### config.mk
export PLATFORM = sky130hd
export DESIGN_NAME = dm_write_buffer
export DESIGN_NICKNAME = d
export VERILOG_FILES = /design/src/rtl/dm_pkg.sv /design/src/rtl/dm_wb_fifo.sv /design/src/rtl/dm_write_buffer.sv
export SDC_FILE = /design/constraint.sdc
export NUM_CORES = 1
export LEC_CHECK = 0
export ABC_AREA = 0
export BUFFER_PORTS_ARGS = -buffer_cell sky130_fd_sc_hd__buf_2
export CAP_MARGIN = 20
export CORE_MARGIN = 1.5
export CORE_UTILIZATION = 54
export DETAILED_ROUTE_END_ITERATION = 12
export PLACE_DENSITY = 0.81
export SLEW_MARGIN = 10
export SYNTH_ARGS = -nofsm -noshare
export SYNTH_HDL_FRONTEND = slang
export SYNTH_SLANG_ARGS = --single-unit
### constraint.sdc
create_clock -name clk -period 17.3 [get_ports clk]
set_input_delay 2.595 -clock clk [delete_from_list [all_inputs] [get_ports clk]]
set_output_delay 2.595 -clock clk [all_outputs]
set_load 0.02 [all_outputs]
### src/rtl/dm_pkg.sv
// Shared types for the data-memory write buffer.
//   LINE_WORDS    : CPU words per memory line
//   line_addr_t,
//   word_t,
//   line_t,
//   mask_t        : default-width entry field types
//   drain_state_e : drain FSM states
//   word_onehot() : word-select to one-hot word enable
package dm_pkg;

    localparam int unsigned LINE_WORDS = 4;

    typedef logic [12:0]               line_addr_t;
    typedef logic [31:0]               word_t;
    typedef logic [LINE_WORDS*32-1:0]  line_t;
    typedef logic [LINE_WORDS-1:0]     mask_t;

    typedef enum logic [1:0] {IDLE, ISSUE, GAP} drain_state_e;

    function automatic mask_t word_onehot(input logic [1:0] sel);
        word_onehot = mask_t'(1) << sel;
    endfunction

endpackage

### src/rtl/dm_wb_fifo.sv
// Entry storage for the write buffer: circular FIFO of {line, line data, word mask}.
// Ports:
//   clk, rst                  : clock, synchronous active-high reset
//   push, merge               : write an entry; merge=1 folds it into the tail entry instead
//   push_line/sel/data        : line address, word slot and word data of the write
//   pop                       : retire the head entry
//   head_line/data/mask       : head entry contents
//   tail_line                 : line address of the most recently allocated entry
//   count                     : number of valid entries
//   ent_valid/line/mask       : per-slot view of all entries, for hazard checks
module dm_wb_fifo
    import dm_pkg::*;
#(
    parameter int unsigned DEPTH  = 4,
    parameter int unsigned LA_W   = 13,
    parameter int unsigned WORD_W = 32,
    localparam int unsigned PW    = $clog2(DEPTH),
    localparam int unsigned CW    = PW + 1,
    localparam int unsigned LW    = LINE_WORDS * WORD_W
) (
    input  logic              clk,
    input  logic              rst,
    input  logic              push,
    input  logic              merge,
    input  logic [LA_W-1:0]   push_line,
    input  logic [1:0]        push_sel,
    input  logic [WORD_W-1:0] push_data,
    input  logic              pop,
    output logic [LA_W-1:0]   head_line,
    output logic [LW-1:0]     head_data,
    output mask_t             head_mask,
    output logic [LA_W-1:0]   tail_line,
    output logic [CW-1:0]     count,
    output logic [DEPTH-1:0]  ent_valid,
    output logic [LA_W-1:0]   ent_line [DEPTH],
    output mask_t             ent_mask [DEPTH]
);

    logic [LA_W-1:0] line_q [DEPTH];
    logic [LW-1:0]   data_q [DEPTH];
    mask_t           mask_q [DEPTH];
    logic [PW-1:0]   wr_ptr_q, rd_ptr_q, tail_idx, valid_off;
    logic [CW-1:0]   count_q;
    logic            alloc;

    assign alloc    = push && !merge;
    assign tail_idx = wr_ptr_q - PW'(1);

    always_ff @(posedge clk) begin
        if (rst) begin
            wr_ptr_q <= '0;
            rd_ptr_q <= '0;
            count_q  <= '0;
        end else begin
            if (alloc) begin
                line_q[wr_ptr_q] <= push_line;
                data_q[wr_ptr_q] <= LW'(push_data) << (push_sel * WORD_W);
                mask_q[wr_ptr_q] <= word_onehot(push_sel);
            end
            if (merge) begin
                data_q[tail_idx][push_sel*WORD_W +: WORD_W] <= push_data;
                mask_q[tail_idx] <= mask_q[tail_idx] | word_onehot(push_sel);
            end
            wr_ptr_q <= wr_ptr_q + PW'(alloc);
            rd_ptr_q <= rd_ptr_q + PW'(pop);
            case ({alloc, pop})
                2'b10:   count_q <= count_q + CW'(1);
                2'b01:   count_q <= count_q - CW'(1);
                default: count_q <= count_q;
            endcase
        end
    end

    assign head_line = line_q[rd_ptr_q];
    assign head_data = data_q[rd_ptr_q];
    assign head_mask = mask_q[rd_ptr_q];
    assign tail_line = line_q[tail_idx];
    assign count     = count_q;
    assign ent_line  = line_q;
    assign ent_mask  = mask_q;

    // A slot is live when its distance from the read pointer is below the count.
    always_comb begin
        ent_valid = '0;
        valid_off = '0;
        for (int i = 0; i < DEPTH; i++) begin
            valid_off    = PW'(i) - rd_ptr_q;
            ent_valid[i] = {1'b0, valid_off} < count_q;
        end
    end

endmodule

### src/rtl/dm_write_buffer.sv
// Data-memory write buffer: queues CPU word writes and drains them as masked line writes.
// Optional feature macro: DM_WRITE_BUFFER_COALESCE_EN (merge writes to the tail entry's line).
// Ports:
//   clk, rst                       : clock, synchronous active-high reset
//   wr_valid/wr_ready              : CPU write handshake
//   wr_addr, wr_data               : word address ([1:0] word slot) and data
//   mem_wr_req/addr/data/mask      : registered line-write request to data memory
//   mem_wr_ack                     : memory accepted the current request
//   rd_addr, rd_hazard             : read-path probe; 1 while a write to that word is pending
//   empty                          : no entries queued and drain FSM idle
module dm_write_buffer
    import dm_pkg::*;
#(
    parameter int unsigned DEPTH  = 4,
    parameter int unsigned ADDR_W = 15,
    parameter int unsigned WORD_W = 32
) (
    input  logic                           clk,
    input  logic                           rst,
    input  logic                           wr_valid,
    output logic                           wr_ready,
    input  logic [ADDR_W-1:0]              wr_addr,
    input  logic [WORD_W-1:0]              wr_data,
    output logic                           mem_wr_req,
    output logic [ADDR_W-3:0]              mem_wr_addr,
    output logic [LINE_WORDS*WORD_W-1:0]   mem_wr_data,
    output logic [LINE_WORDS-1:0]          mem_wr_mask,
    input  logic                           mem_wr_ack,
    input  logic [ADDR_W-1:0]              rd_addr,
    output logic                           rd_hazard,
    output logic                           empty
);

    localparam int unsigned LA_W = ADDR_W - 2;
    localparam int unsigned LW   = LINE_WORDS * WORD_W;
    localparam int unsigned CW   = $clog2(DEPTH) + 1;

    logic [LA_W-1:0]  head_line, tail_line;
    logic [LW-1:0]    head_data;
    mask_t            head_mask;
    logic [CW-1:0]    count;
    logic [DEPTH-1:0] ent_valid;
    logic [LA_W-1:0]  ent_line [DEPTH];
    mask_t            ent_mask [DEPTH];
    logic             full, merge_ok, push, merge, pop;
    drain_state_e     state_q;

    assign full = (count == CW'(DEPTH));

`ifdef DM_WRITE_BUFFER_COALESCE_EN
    // Merging needs the tail to be distinct from the head: with a single entry the head is
    // either being loaded (IDLE), in flight (ISSUE) or waiting out GAP, none of which may
    // change under the drain FSM.
    assign merge_ok = (count >= CW'(2)) && (tail_line == wr_addr[ADDR_W-1:2]);
    assign wr_ready = !full || merge_ok;
`else
    logic unused_tail;
    assign unused_tail = ^tail_line;
    assign merge_ok    = 1'b0;
    assign wr_ready    = !full;
`endif

    assign push  = wr_valid && wr_ready;
    assign merge = push && merge_ok;
    assign pop   = (state_q == ISSUE) && mem_wr_ack;

    dm_wb_fifo #(
        .DEPTH  (DEPTH),
        .LA_W   (LA_W),
        .WORD_W (WORD_W)
    ) u_fifo (
        .clk       (clk),
        .rst       (rst),
        .push      (push),
        .merge     (merge),
        .push_line (wr_addr[ADDR_W-1:2]),
        .push_sel  (wr_addr[1:0]),
        .push_data (wr_data),
        .pop       (pop),
        .head_line (head_line),
        .head_data (head_data),
        .head_mask (head_mask),
        .tail_line (tail_line),
        .count     (count),
        .ent_valid (ent_valid),
        .ent_line  (ent_line),
        .ent_mask  (ent_mask)
    );

    // Drain FSM; request fields are captured on entry to ISSUE and held until the ack.
    always_ff @(posedge clk) begin
        if (rst) begin
            state_q     <= IDLE;
            mem_wr_req  <= 1'b0;
            mem_wr_addr <= '0;
            mem_wr_data <= '0;
            mem_wr_mask <= '0;
        end else begin
            unique case (state_q)
                IDLE: begin
                    if (count != '0) begin
                        mem_wr_addr <= head_line;
                        mem_wr_data <= head_data;
                        mem_wr_mask <= head_mask;
                        mem_wr_req  <= 1'b1;
                        state_q     <= ISSUE;
                    end
                end
                ISSUE: begin
                    if (mem_wr_ack) begin
                        mem_wr_req <= 1'b0;
                        state_q    <= GAP;
                    end
                end
                GAP:     state_q <= IDLE;
                default: state_q <= IDLE;
            endcase
        end
    end

    // The in-flight head stays in the FIFO until its pop, so it is covered here too.
    always_comb begin
        rd_hazard = 1'b0;
        for (int i = 0; i < DEPTH; i++) begin
            if (ent_valid[i] && (ent_line[i] == rd_addr[ADDR_W-1:2]) &&
                ent_mask[i][rd_addr[1:0]]) begin
                rd_hazard = 1'b1;
            end
        end
    end

    assign empty = (count == '0) && (state_q == IDLE);

endmodule

==> metrics.md <==
| Metric | Value |
|---|---|
| Run status | complete, no violations |
| EDFF count, synth | 580 |
| Vias | 15758 |
| Cell taking the most area after synthesis | edfxtp_1 |
| Die Y | 231 µm |
| Storage cell area | 20500 µm² |
| Wire per inst | 25.6 µm |
| Crit path kind | input pin to primary output |
| WHS Endpoint | mem_wr_data[3] |
| Pwr dens | 146 nW/µm² |
| CTS Hold Bufs | 0 |
| Post-synthesis cell area | 28000 µm² |
| Multi-input logic area | 6990 µm² |
| Starting DRT DRC Count | 1766 |
| Clk_skew | 0.0148 ns |
| Crit path max-delay family | simple AND/OR/NAND/NOR gates |
| Synth area leaders | edfxtp_1 62%, mux4_2 12%, dfxtp_1 11% |
| Vias per cell | 5.99 |
| Initial antenna violation count | 15 |
| Die area | 53300 µm² |
| CTS tree | built |
| Post-CTS setup buffer count | 0 |
| FF-to-FF path depth | 7 |
| Remaining DRCs | 0 |
| Hpwl dp | 40200 µm |
| Slack of the worst reg-to-reg path | 13.18 ns |
| Worst-margin pin slew | 1.11 ns |
| Async S/R FF share, synth | 0% |
| Share of the synthesized area in the top cell type | 62.1% |
| Synth cell types | 30 |
| Net Count, Synth | 1760 |
| Clk root buf | clkbuf_16 |
| Hold path depth | 2 |
| GRT Total Usage | 25.5% |
| Synth Instances | 1686 |
| Synth Register Bits | 735 |
| Starting Density | 54.7% |
| Syn. warnings | 0 |
| I/O pin cnt | 215 |
| Register area share after synthesis | 73.2% |
| Post_cts resized | 0 |
| Largest net degree at the start of global routing | 113 |
| Synthesized area per cell | 16.6 µm² |
| Worst-path cell chain | buf_2 -> xnor2_1 -> nand4_1 -> nor3_1 -> o2111ai_1 -> nand4_1 -> buf_2 |
| DRT Pass-1 Iters | 5 |
| Worst Path Arrival | 3.93 ns |
| Longest Clk Path Bufs | 3 |
| Primary FF master, synth | edfxtp_1 |
| Final hold vios | 0 |
| Worst Path Buf+Inv | 2 |
| GRT overflow | 0 |
| Port Buf Inserts | 214 |
| Area delta synth->final | 14.1% |
| RSZ-0062 raised after global routing | false |
| Crit start category | input pin |
| Critical-path top delay cell | nor3_1 |
| Fmax | 153 MHz |
| Final net count | 1963 |
| Worst Path Required | 14.70 ns |
| Core area | 51300 µm² |
| Slowest Stage Delay on Critical Path | 0.33 ns |
| Die width | 231 µm |
| Reg2reg start | u_fifo.count[0] |
| Share of layout cells above drive strength 1 | 25.8% |
| Vias in the first global route | 15594 |
| Pleak | 11.0 nW |
| # rows | 83 |
| ANT nets after route | 0 |
| Setup TNS | 0 ns |
| Max-cap violations | 0 |
| Reg-to-Reg End | u_fifo.data_q[2][72] |
| Slew Limit Headroom | 26.2% |
| Minimum clock period | 6.52 ns |
| Sink Count | 735 |
| Num CTS Buffers | 73 |
| Final GP Congestion | 0.817 |
| First-pass GRT wire length | 99400 µm |
| # setup viols final | 0 |
| Drt total wl | 67300 µm |
| Final period util | 37.7% |
| Cell depth of the worst setup path | 7 |
| H-tree levels | 3 |
| Worst Setup End Kind | primary output |
| Worst hold path startpoint | mem_wr_data[3] |
| Filler cells | 3564 |
| Overall power | 4.69 mW |
| Max-slew violations | 0 |
| Hold crit path type | register to register |
| Clk_lat worst skew | 0.60 ns |
| CTS clk-pin slew, worst paths | 0.06 ns |
| Worst VDD drop | 0.000136 V |
| Crit-path max FO | 4 |
## final cells by class
cell class                 count  share of cell area [%]
antenna                        4                  0.0313
clock buffer                  91                    6.38
clock inverter                43                    1.00
inverter                       7                  0.0821
multi-input combinational    839                    21.8
sequential                   735                    64.1
tap                          680                    2.66
timing repair buffer         233                    3.85
## cells by family (layout without fill, tap and decap cells)
family	count (synthesis)	count (layout)	share of synthesized area, %
AO/OA/AOI/OAI	158	158	2.87
XOR/XNOR	57	57	1.78
adder cells (fa/ha/maj)	8	8	0.384
buffers and inverters	112	374	2.13
flip-flops	735	735	73.2
multiplexers	149	149	12.0
other	0	4	0
AND/OR/NAND/NOR	467	467	7.71
## layout by cell type (no fill, tap or decap), types with 2 or more instances in the layout
cell,count
nor2b_1,2
nor3_1,5
clkbuf_16,79
o2111ai_1,4
xnor2_1,34
bufinv_16,4
inv_1,7
xor2_1,23
diode_2,4
nor2_1,9
and2_1,97
nor2b_2,2
clkinv_1,17
dfxtp_4,2
ha_1,7
nand2_1,294
mux4_2,149
dfxtp_1,153
nand4_1,9
buf_4,18
edfxtp_1,580
clkinv_2,15
clkbuf_8,2
and3_1,32
or3b_2,2
buf_2,213
clkbuf_1,10
a21oi_1,153
clkinv_4,2
nor4_1,4
## sequential cells by signal (all words and copies together), names as in the netlist
| signal | count |
|---|---|
| mem_wr_addr | 13 |
| mem_wr_data | 128 |
| mem_wr_mask | 4 |
| mem_wr_req | 1 |
| state_q | 2 |
| u_fifo.count | 3 |
| u_fifo.data_q | 512 |
| u_fifo.ent_line | 52 |
| u_fifo.ent_mask | 16 |
| u_fifo.rd_ptr_q | 2 |
| u_fifo.wr_ptr_q | 2 |
## worst max path at each step
stage                     slack (ns)   startpoint                  end
after floorplan                 5.76          rst  u_fifo.data_q[0][0]
after global placement         10.67  rd_addr[13]            rd_hazard
after detailed placement       10.73  rd_addr[13]            rd_hazard
after CTS                      10.73  rd_addr[13]            rd_hazard
after global routing           10.67  rd_addr[13]            rd_hazard
final                          10.78   rd_addr[4]            rd_hazard
## synthesized netlist by cell type, types with 2 or more instances
master and n:
buf_2 18, buf_1 3, o2111ai_1 4, a21oi_1 153, inv_1 7, nor2b_1 4, nand4_1 9, ha_1 7
dfxtp_1 155, clkbuf_1 50, and3_1 33, buf_4 27, xnor2_1 34, buf_6 7, nor3_1 5, mux4_2 149
xor2_1 23, nand2_1 295, nor2_1 11, and2_1 98, edfxtp_1 580, nor4_1 5, or3b_2 2
## worst min-delay path, cell delays in order, from the launching register on
cell and delay, ns:
dfxtp_1 0.31, nand2_1 0.05, a21oi_1 0.05
## report_power, final
part / internal [mW] / switching (mW)
Clock: 0.899 / 0.651
Combinational: 0.311 / 0.647
Sequential: 2.08 / 0.0996
Total: 3.29 / 1.40
## routing by layer
metal	part of all wire [%]	wire (µm)	vias to the layer above	GRT usage, %
li1	-	-	6749	-
met1	38	25500	8058	35.3
met2	50	33400	829	41.0
met3	9.1	6150	116	4.43
met4	3.3	2190	6	9.68
met5	0.061	41	-	0
## stage by stage
step | cell area, µm² | util, % | instances | setup WS [ns] | hold WS, ns
after floorplan | 28100 | - | 1686 | 5.76 | 0.496
after global placement | 29600 | 57.8 | 2494 | 10.67 | 0.441
after detailed placement | 29600 | 57.8 | 2494 | 10.73 | 0.446
after CTS | 32000 | 62.4 | 2628 | 10.73 | 0.454
after global routing | 32000 | 62.4 | 2629 | 10.67 | 0.471
final | 32000 | 62.4 | 2632 | 10.78 | 0.450
No activity file was read; power rests on OpenSTA's default activity.
